`src/rtl/pipe_hazard_ctrl_pkg.sv`:
```
// pipe_hazard_ctrl_pkg: shared stage vector type, stage indices and default sizes
package pipe_hazard_ctrl_pkg;
  localparam int NSTAGE_DEF = 6;
  localparam int KILL_W_DEF = 2;
  typedef logic [NSTAGE_DEF-1:0] stage_vec_t;
  localparam int STG_F  = 0;
  localparam int STG_F2 = 1;
  localparam int STG_D  = 2;
  localparam int STG_I  = 3;
  localparam int STG_E  = 4;
  localparam int STG_M  = 5;
  function automatic int kill_max(input int w);
    return (1 << w) - 1;
  endfunction
endpackage

```
`src/rtl/pipe_hazard_ctrl_kill_counter.sv`:
```
// kill_counter: saturating stale-fetch counter with edge-detected increment and sticky overflow
module kill_counter #(
  parameter int KILL_W = 2
) (
  input  logic clk,
  input  logic reset,
  input  logic i_inc_ev,
  input  logic i_dec,
  output logic o_pend,
  output logic o_ovf
);
  logic [KILL_W-1:0] r_cnt;
  logic              r_ovf;
  logic              r_prev;
  logic              w_inc;
  logic              w_dec;
  logic              w_sat;
  // a held redirect-while-busy counts once, on its first cycle
  assign w_inc  = i_inc_ev & ~r_prev;
  assign w_dec  = i_dec & (|r_cnt);
  assign w_sat  = &r_cnt;
  assign o_pend = |r_cnt;
  assign o_ovf  = r_ovf;
  always_ff @(posedge clk) begin
    if (reset) begin
      r_cnt  <= '0;
      r_ovf  <= 1'b0;
      r_prev <= 1'b0;
    end else begin
      r_prev <= i_inc_ev;
      r_cnt  <= (w_inc & ~w_dec & ~w_sat) ? r_cnt + KILL_W'(1) :
                (w_dec & ~w_inc)          ? r_cnt - KILL_W'(1) : r_cnt;
      r_ovf  <= r_ovf | (w_inc & ~w_dec & w_sat);
    end
  end
endmodule

```
`src/rtl/pipe_hazard_ctrl.sv`:
```
// pipe_hazard_ctrl: per-register stall/flush generation with stale-fetch kill tracking
module pipe_hazard_ctrl
  import pipe_hazard_ctrl_pkg::*;
#(
  parameter int NSTAGE = NSTAGE_DEF,
  parameter int KILL_W = KILL_W_DEF
) (
  input  logic              clk,
  input  logic              reset,
  input  logic [NSTAGE-1:0] i_wait_req,
  input  logic [NSTAGE-1:0] i_redir_req,
  input  logic              i_fetch_busy,
  input  logic              i_fetch_resp,
  output logic [NSTAGE-1:0] o_stall,
  output logic [NSTAGE-1:0] o_flush,
  output logic              o_flush_que,
  output logic              o_kill_pend,
  output logic              o_kill_ovf
);
  logic [NSTAGE-1:0] w_stall;
  logic [NSTAGE-1:0] w_flush;
  logic              w_flush_que;
  logic              w_found;
  logic              w_redir_win;
  logic              w_pend;
  logic              w_ovf;
  always_comb begin
    w_stall     = '0;
    w_flush     = '0;
    w_flush_que = 1'b0;
    w_found     = 1'b0;
    w_redir_win = 1'b0;
    for (int k = NSTAGE - 1; k >= 1; k--) begin
      if (!w_found && (i_wait_req[k] || i_redir_req[k])) begin
        w_found = 1'b1;
        if (i_wait_req[k]) begin
          for (int j = 0; j < NSTAGE; j++) begin
            if (j <= k) w_stall[j] = 1'b1;
            if (j == k + 1) w_flush[j] = 1'b1;
          end
        end else begin
          for (int j = 1; j < NSTAGE; j++)
            if (j <= k) w_flush[j] = 1'b1;
          w_flush_que = 1'b1;
          w_redir_win = 1'b1;
          if (i_fetch_busy) w_stall[STG_F] = 1'b1;
        end
      end
    end
    if (!w_found && i_fetch_busy) begin
      w_stall[STG_F]  = 1'b1;
      w_flush[STG_F2] = 1'b1;
    end
    // a response to a fetch issued before a redirect must not enter the pipe
    if (w_pend && i_fetch_resp) w_flush[STG_F2] = 1'b1;
    if (reset) begin
      w_stall     = '0;
      w_flush     = ~NSTAGE'(1);
      w_flush_que = 1'b1;
    end
  end
  kill_counter #(.KILL_W(KILL_W)) u_kill (
    .clk      (clk),
    .reset    (reset),
    .i_inc_ev (w_redir_win & i_fetch_busy),
    .i_dec    (i_fetch_resp),
    .o_pend   (w_pend),
    .o_ovf    (w_ovf)
  );
  assign o_stall     = w_stall;
  assign o_flush     = w_flush;
  assign o_flush_que = w_flush_que;
  assign o_kill_pend = w_pend & ~reset;
  assign o_kill_ovf  = w_ovf;
endmodule
```
`config.mk`:
```
export PLATFORM = sky130hd
export DESIGN_NAME = pipe_hazard_ctrl
export DESIGN_NICKNAME = d
export VERILOG_FILES = /design/src/rtl/pipe_hazard_ctrl_pkg.sv /design/src/rtl/pipe_hazard_ctrl_kill_counter.sv /design/src/rtl/pipe_hazard_ctrl.sv
export SDC_FILE = /design/constraint.sdc
export NUM_CORES = 1
export LEC_CHECK = 0
export CAP_MARGIN = 10
export CORE_AREA = 2 2 39 41
export CTS_BUF_LIST = sky130_fd_sc_hd__clkbuf_8
export CTS_CLUSTER_SIZE = 30
export DETAILED_ROUTE_END_ITERATION = 10
export DIE_AREA = 0 0 41 43
export PLACE_DENSITY = 0.87
export REMOVE_ABC_BUFFERS = 1
export SLEW_MARGIN = 0
export SYNTH_ARGS = -nofsm -noshare
export SYNTH_HDL_FRONTEND = slang
export SYNTH_SLANG_ARGS = --single-unit
```
`constraint.sdc`:
```
create_clock -name clk -period 4.6 [get_ports clk]
set_input_delay 0.92 -clock clk [delete_from_list [all_inputs] [get_ports clk]]
set_output_delay 0.92 -clock clk [all_outputs]
set_load 0.05 [all_outputs]
```
# Word level (Yosys, flattened, before mapping)
# Index checks and enable logic that the tools add are counted.
# totals
register_bits,4
inputBits,16
output_inout_bits,15
word_cells,95
# classes
addsub,2
muxes,57
n_bitwise,14
reduce_logical,19
# op_table
cell,n
1-bit 2-to-1 mux,35
5-bit 2-to-1 mux,5
6-bit 2-to-1 mux,3
4-bit 2-to-1 mux,4
2-bit 2-to-1 mux,6
3-bit 2-to-1 mux,4
1-bit bitwise AND,8
1-bit logical AND,6
1-bit zero test,5
1-bit logical OR,5
1-bit NOT,5
2-bit by 1-bit adder with 2-bit output (second input constant),1
2-bit AND reduction,1
2-bit nonzero test,1
2-bit OR reduction,1
2-bit by 1-bit subtractor with 2-bit output (second input constant),1
1-bit OR,1

# Logic depth before layout (Yosys ltp)
# depth
depth_word,20
mapped_depth,6
depth_no_buf,5

# Cells and area by module
# From an unflattened synthesis, not the netlist that was laid out.
# hier_totals
cells_unflattened,72
hier_area_um2,470.5
# by_module_without_submodules
mod,instances,cells_per_inst,area_per_inst_um2,seq_area_each_um2
pipe_hazard_ctrl,1,52,287.8,0.0
kill_counter,1,20,182.7,80.1

# Least setup slack after synthesis
# Ideal clock, no wire load.
# synth_path
kind,input port to output port
startpoint,input i_redir_req[4]
endpoint,output o_stall[0]
arrival_time_ns,2.578
setup_slack_ns,1.102
cell_stages,5
cell_sequence,nor2_1 > nand3b_1 > a2bb2oi_1 > or2_2 > a31oi_1
# synth_between
elab_chain_cells,16
word_cells_on_any_way,26
cone_classes,16 x mux; 10 x reduce/logical
# synth_rtl
element,line,source
"start, declared",pipe_hazard_ctrl.sv:11,"input logic [NSTAGE-1:0] i_redir_req,"
1-bit logical OR *,pipe_hazard_ctrl.sv:34,if (!w_found && (i_wait_req[k] || i_redir_req[k])) begin
1-bit logical AND *,pipe_hazard_ctrl.sv:34,
branches (longest 12 deep; another with 5-bit 2-to-1 mux),n/a,
1-bit 2-to-1 mux *,pipe_hazard_ctrl.sv:50,if (!w_found && i_fetch_busy) begin
6-bit 2-to-1 mux *,pipe_hazard_ctrl.sv:56,if (reset) begin
"end, declared",pipe_hazard_ctrl.sv:14,"output logic [NSTAGE-1:0] o_stall,"
# Every way passes the cells marked *.

# Worst setup path after layout
# layout_path
startpoint,input i_wait_req[4]
endpoint,output o_stall[0]
# layout_between
elab_chain_cells,16
word_cells_on_any_way,27
cone_classes,17 x mux; 10 x reduce/logical
# layout_rtl
element,line,source
"start, declared",pipe_hazard_ctrl.sv:10,"input logic [NSTAGE-1:0] i_wait_req,"
branches (longest 14 deep; another with 5-bit 2-to-1 mux),n/a,
1-bit 2-to-1 mux *,pipe_hazard_ctrl.sv:50,
6-bit 2-to-1 mux *,pipe_hazard_ctrl.sv:56,
# Marked as above.

==> impl_metrics.ini <==
[status]
status = finished, final reports clean

[routing]
wl_um = 1260
drt-initial-drc-count = 11
vias = 606
drt-pass1-iter-count = 4
ant_nets = 0
vias_per_cell = 5.22
wl_per_cell_um = 10.9
drt_drc_violations_left = 0

[clock_network]
insertion_delay_ns = 0.22
postCtsSetupRepairBufs = 0
cts_resized = 0
clock-sinks = 4
h-tree-depth = 1
hold_buffers = 0
cts_made_buffers = 3
cts_buffer_depth = 2
root_buffer = clkbuf_8
cts_tree = built
clk_pin_slew_worst_paths_ns = 0.03

[power_and_ir_drop]
powerDensity_nw_per_um2 = 240
power_switching_mw = 0.0720
p_leak_nw = 0.294
clkPwrFrac_pct = 37.8
p_comb_share_pct = 43.4
intPower_mw = 0.125
swShare_pct = 36.6
pwr-share-seq_pct = 18.8
ir_worst_vdd_uv = 114
finalPower_mw = 0.197

[sta]
finalHoldViolCount = 0
rsz0062_at_grt = false
clock_skew_ns = 0.00516
setup-violations-final = 0
slew_violations = 0
period_needed_ns = 4.17
slew_headroom_pct = 66.1
setup_tns_ns = 0
fmax_mhz = 240
period_share_pct = 90.8
tightest_slew_ns = 0.508

[finish]
postLayoutCoreUtil_pct = 59.2
nNetsFinal = 118
drive_above_1_share_pct = 12.0
mostFrequentLayoutCells = 27 x clkdlybuf4s50_1, 14 x nor2_1
areaGrowthSynthToFinish_pct = 62.9
antennaDiodeCount = 0
fillers = 129
final_common_cell = clkdlybuf4s50_1

[setup_path]
r2r-end = u_kill.r_cnt[0]
r2r-start = u_kill.r_cnt[1]
crit_arrival_ns = 3.25
start_kind = input port
endpoint_kind = output pin
worstSetupStartpoint = i_wait_req[4]
cpPeakStageDelay_ns = 0.82
path_class = input port to output pin
r2r_slack_ns = 3.36
crit_top_cell = clkdlybuf4s50_1
rr_worst_depth = 3
worstPathCellList = clkdlybuf4s50_1 -> nor2_1 -> nand3b_1 -> a2bb2oi_1 -> or2_2 -> a31oi_1 -> clkdlybuf4s50_1
worst_path_max_delay_cell = clkdlybuf4s50_1
path_max_fanout = 6
crit_required_ns = 3.68

[global_route]
overflow = 0
grt_max_degree = 16
grt_pass1_vias = 501
grt_pass1_wl_um = 2080
antenna_found_initial = 0
grt_usage_pct = 17.4

[floorplan]
initial_utilization_pct = 36.3
core_um2 = 1380
die_w_um = 41
row_count = 14
die_area_um2 = 1760
ios = 31
die_h_um = 43

[synth]
syn_inst = 72
yosysWarnings = 0
syn-cell-area_um2 = 503
synthAdderAreaFrac_pct = 0
yosysUniqueCellTypes = 33
synth_area_per_cell_um2 = 6.99
synth_compound_area_share_pct = 35.3
synth_seq_cells = 4
yosys.area_share.simple_pct = 39.8
ys_seq_area_share_pct = 15.9
synth_top_family_by_area = simple AND/OR/NAND/NOR gates
muxShareOfSynthArea_pct = 0
synth_xor_area_share_pct = 0

[min_path]
hold_class = flop to flop
min_from = u_kill.o_ovf
min_path_cells = 2
whs_endpoint = u_kill.o_ovf

[placed_design]
io_buffers = 27
gp_congestion = 0.786
dpl.hpwl_um = 1010

[flow_run]
maxCapViolations = 0
-- power by group through the flow --
stage	Sequential (mW)	Clock [mW]	Combinational [mW]
after floorplan	0.0373	0	0.0495
after global placement	0.0374	0	0.0850
after detailed placement	0.0375	0	0.0857
after CTS	0.0370	0.0769	0.0860
after global routing	0.0372	0.0775	0.0916
final	0.0370	0.0744	0.0856
-- Yosys cell counts --
master,n,area share [%]
o21ai_2,1,1.7
nor4_2,1,2.5
a311oi_1,1,1.7
a311oi_4,1,5.2
dfxtp_1,4,16
a31oi_1,2,2.5
nor3_1,2,2.0
nand3_2,1,2.0
o21ai_1,1,0.99
nand3b_1,1,1.5
a311o_2,1,2.2
or4_1,1,1.5
o21bai_1,2,3.0
nor2_1,14,10
or2b_2,1,1.7
buf_6,1,2.2
and2_1,2,2.5
nand3_1,1,0.99
nor4b_4,1,4.7
o221ai_1,1,1.7
conb_1,1,0.75
or2_2,1,1.2
nor2b_1,4,5.0
buf_4,1,1.5
nand2_1,5,3.7
a21o_1,1,1.5
o21ai_0,5,5.0
clkbuf_1,1,0.75
a211oi_1,1,1.5
a21oi_1,5,5.0
inv_1,5,3.7
o211ai_1,1,1.5
a2bb2oi_1,1,1.7
-- state kept, by name, indices dropped and copies added, names as in the netlist --
name and cells:
u_kill.r_prev 1, u_kill.r_cnt 2, u_kill.o_ovf 1
-- cell type report --
cell class / instances / area (um2) / share of cell area [%]
well taps: 16 / 20.0 / 2.44
multi-input cells: 60 / 382 / 46.6
clock buffers: 3 / 41.3 / 5.04
inverters: 5 / 18.8 / 2.29
flip-flops and latches: 4 / 80.1 / 9.77
repair buffers: 28 / 278 / 33.9
-- worst max path at each step --
stage | to | slack, ns | cells after the start
2_1_floorplan | o_stall[0] | 1.10 | 5
3_3_place_gp | o_stall[0] | 0.46 | 7
3_5_place_dp | o_stall[0] | 0.44 | 7
4_1_cts | o_stall[0] | 0.44 | 7
5_1_grt | o_stall[0] | 0.29 | 7
6_report | o_stall[0] | 0.43 | 7
-- critical path, delay by kind of cell --
family	cells	cell delay [ns]
compound gates	2	0.35
simple gates	3	0.67
buf+inv	2	1.32
-- layer usage --
layer	GRT usage, %	vias up	wire [um]	part of all wire, %
met3	3.14	4	50	4.0
met5	0	-	0	0
met1	22.7	268	572	45
met4	12.0	0	33	2.6
met2	24.7	18	603	48
li1	-	316	-	-
-- metrics by stage --
stage          setup slack, ns  hold WS [ns]  cells  instance area [um2]
6_report                 0.425         0.472    116                  820
5_1_grt                  0.291         0.514    116                  820
4_1_cts                  0.435         0.482    116                  820
3_5_place_dp             0.439         0.474    113                  778
3_3_place_gp             0.455         0.448    113                  778
2_1_floorplan             1.10         0.492     69                  480
-- cell families (layout without fill, tap and decap cells) --
logic type	count (synthesis)	after routing
other	1	1
AOI/OAI and AO/OA	24	24
buffers and inverters	8	36
and+or+nand+nor	35	35
DFF	4	4
Power figures use the tool's default switching activity.
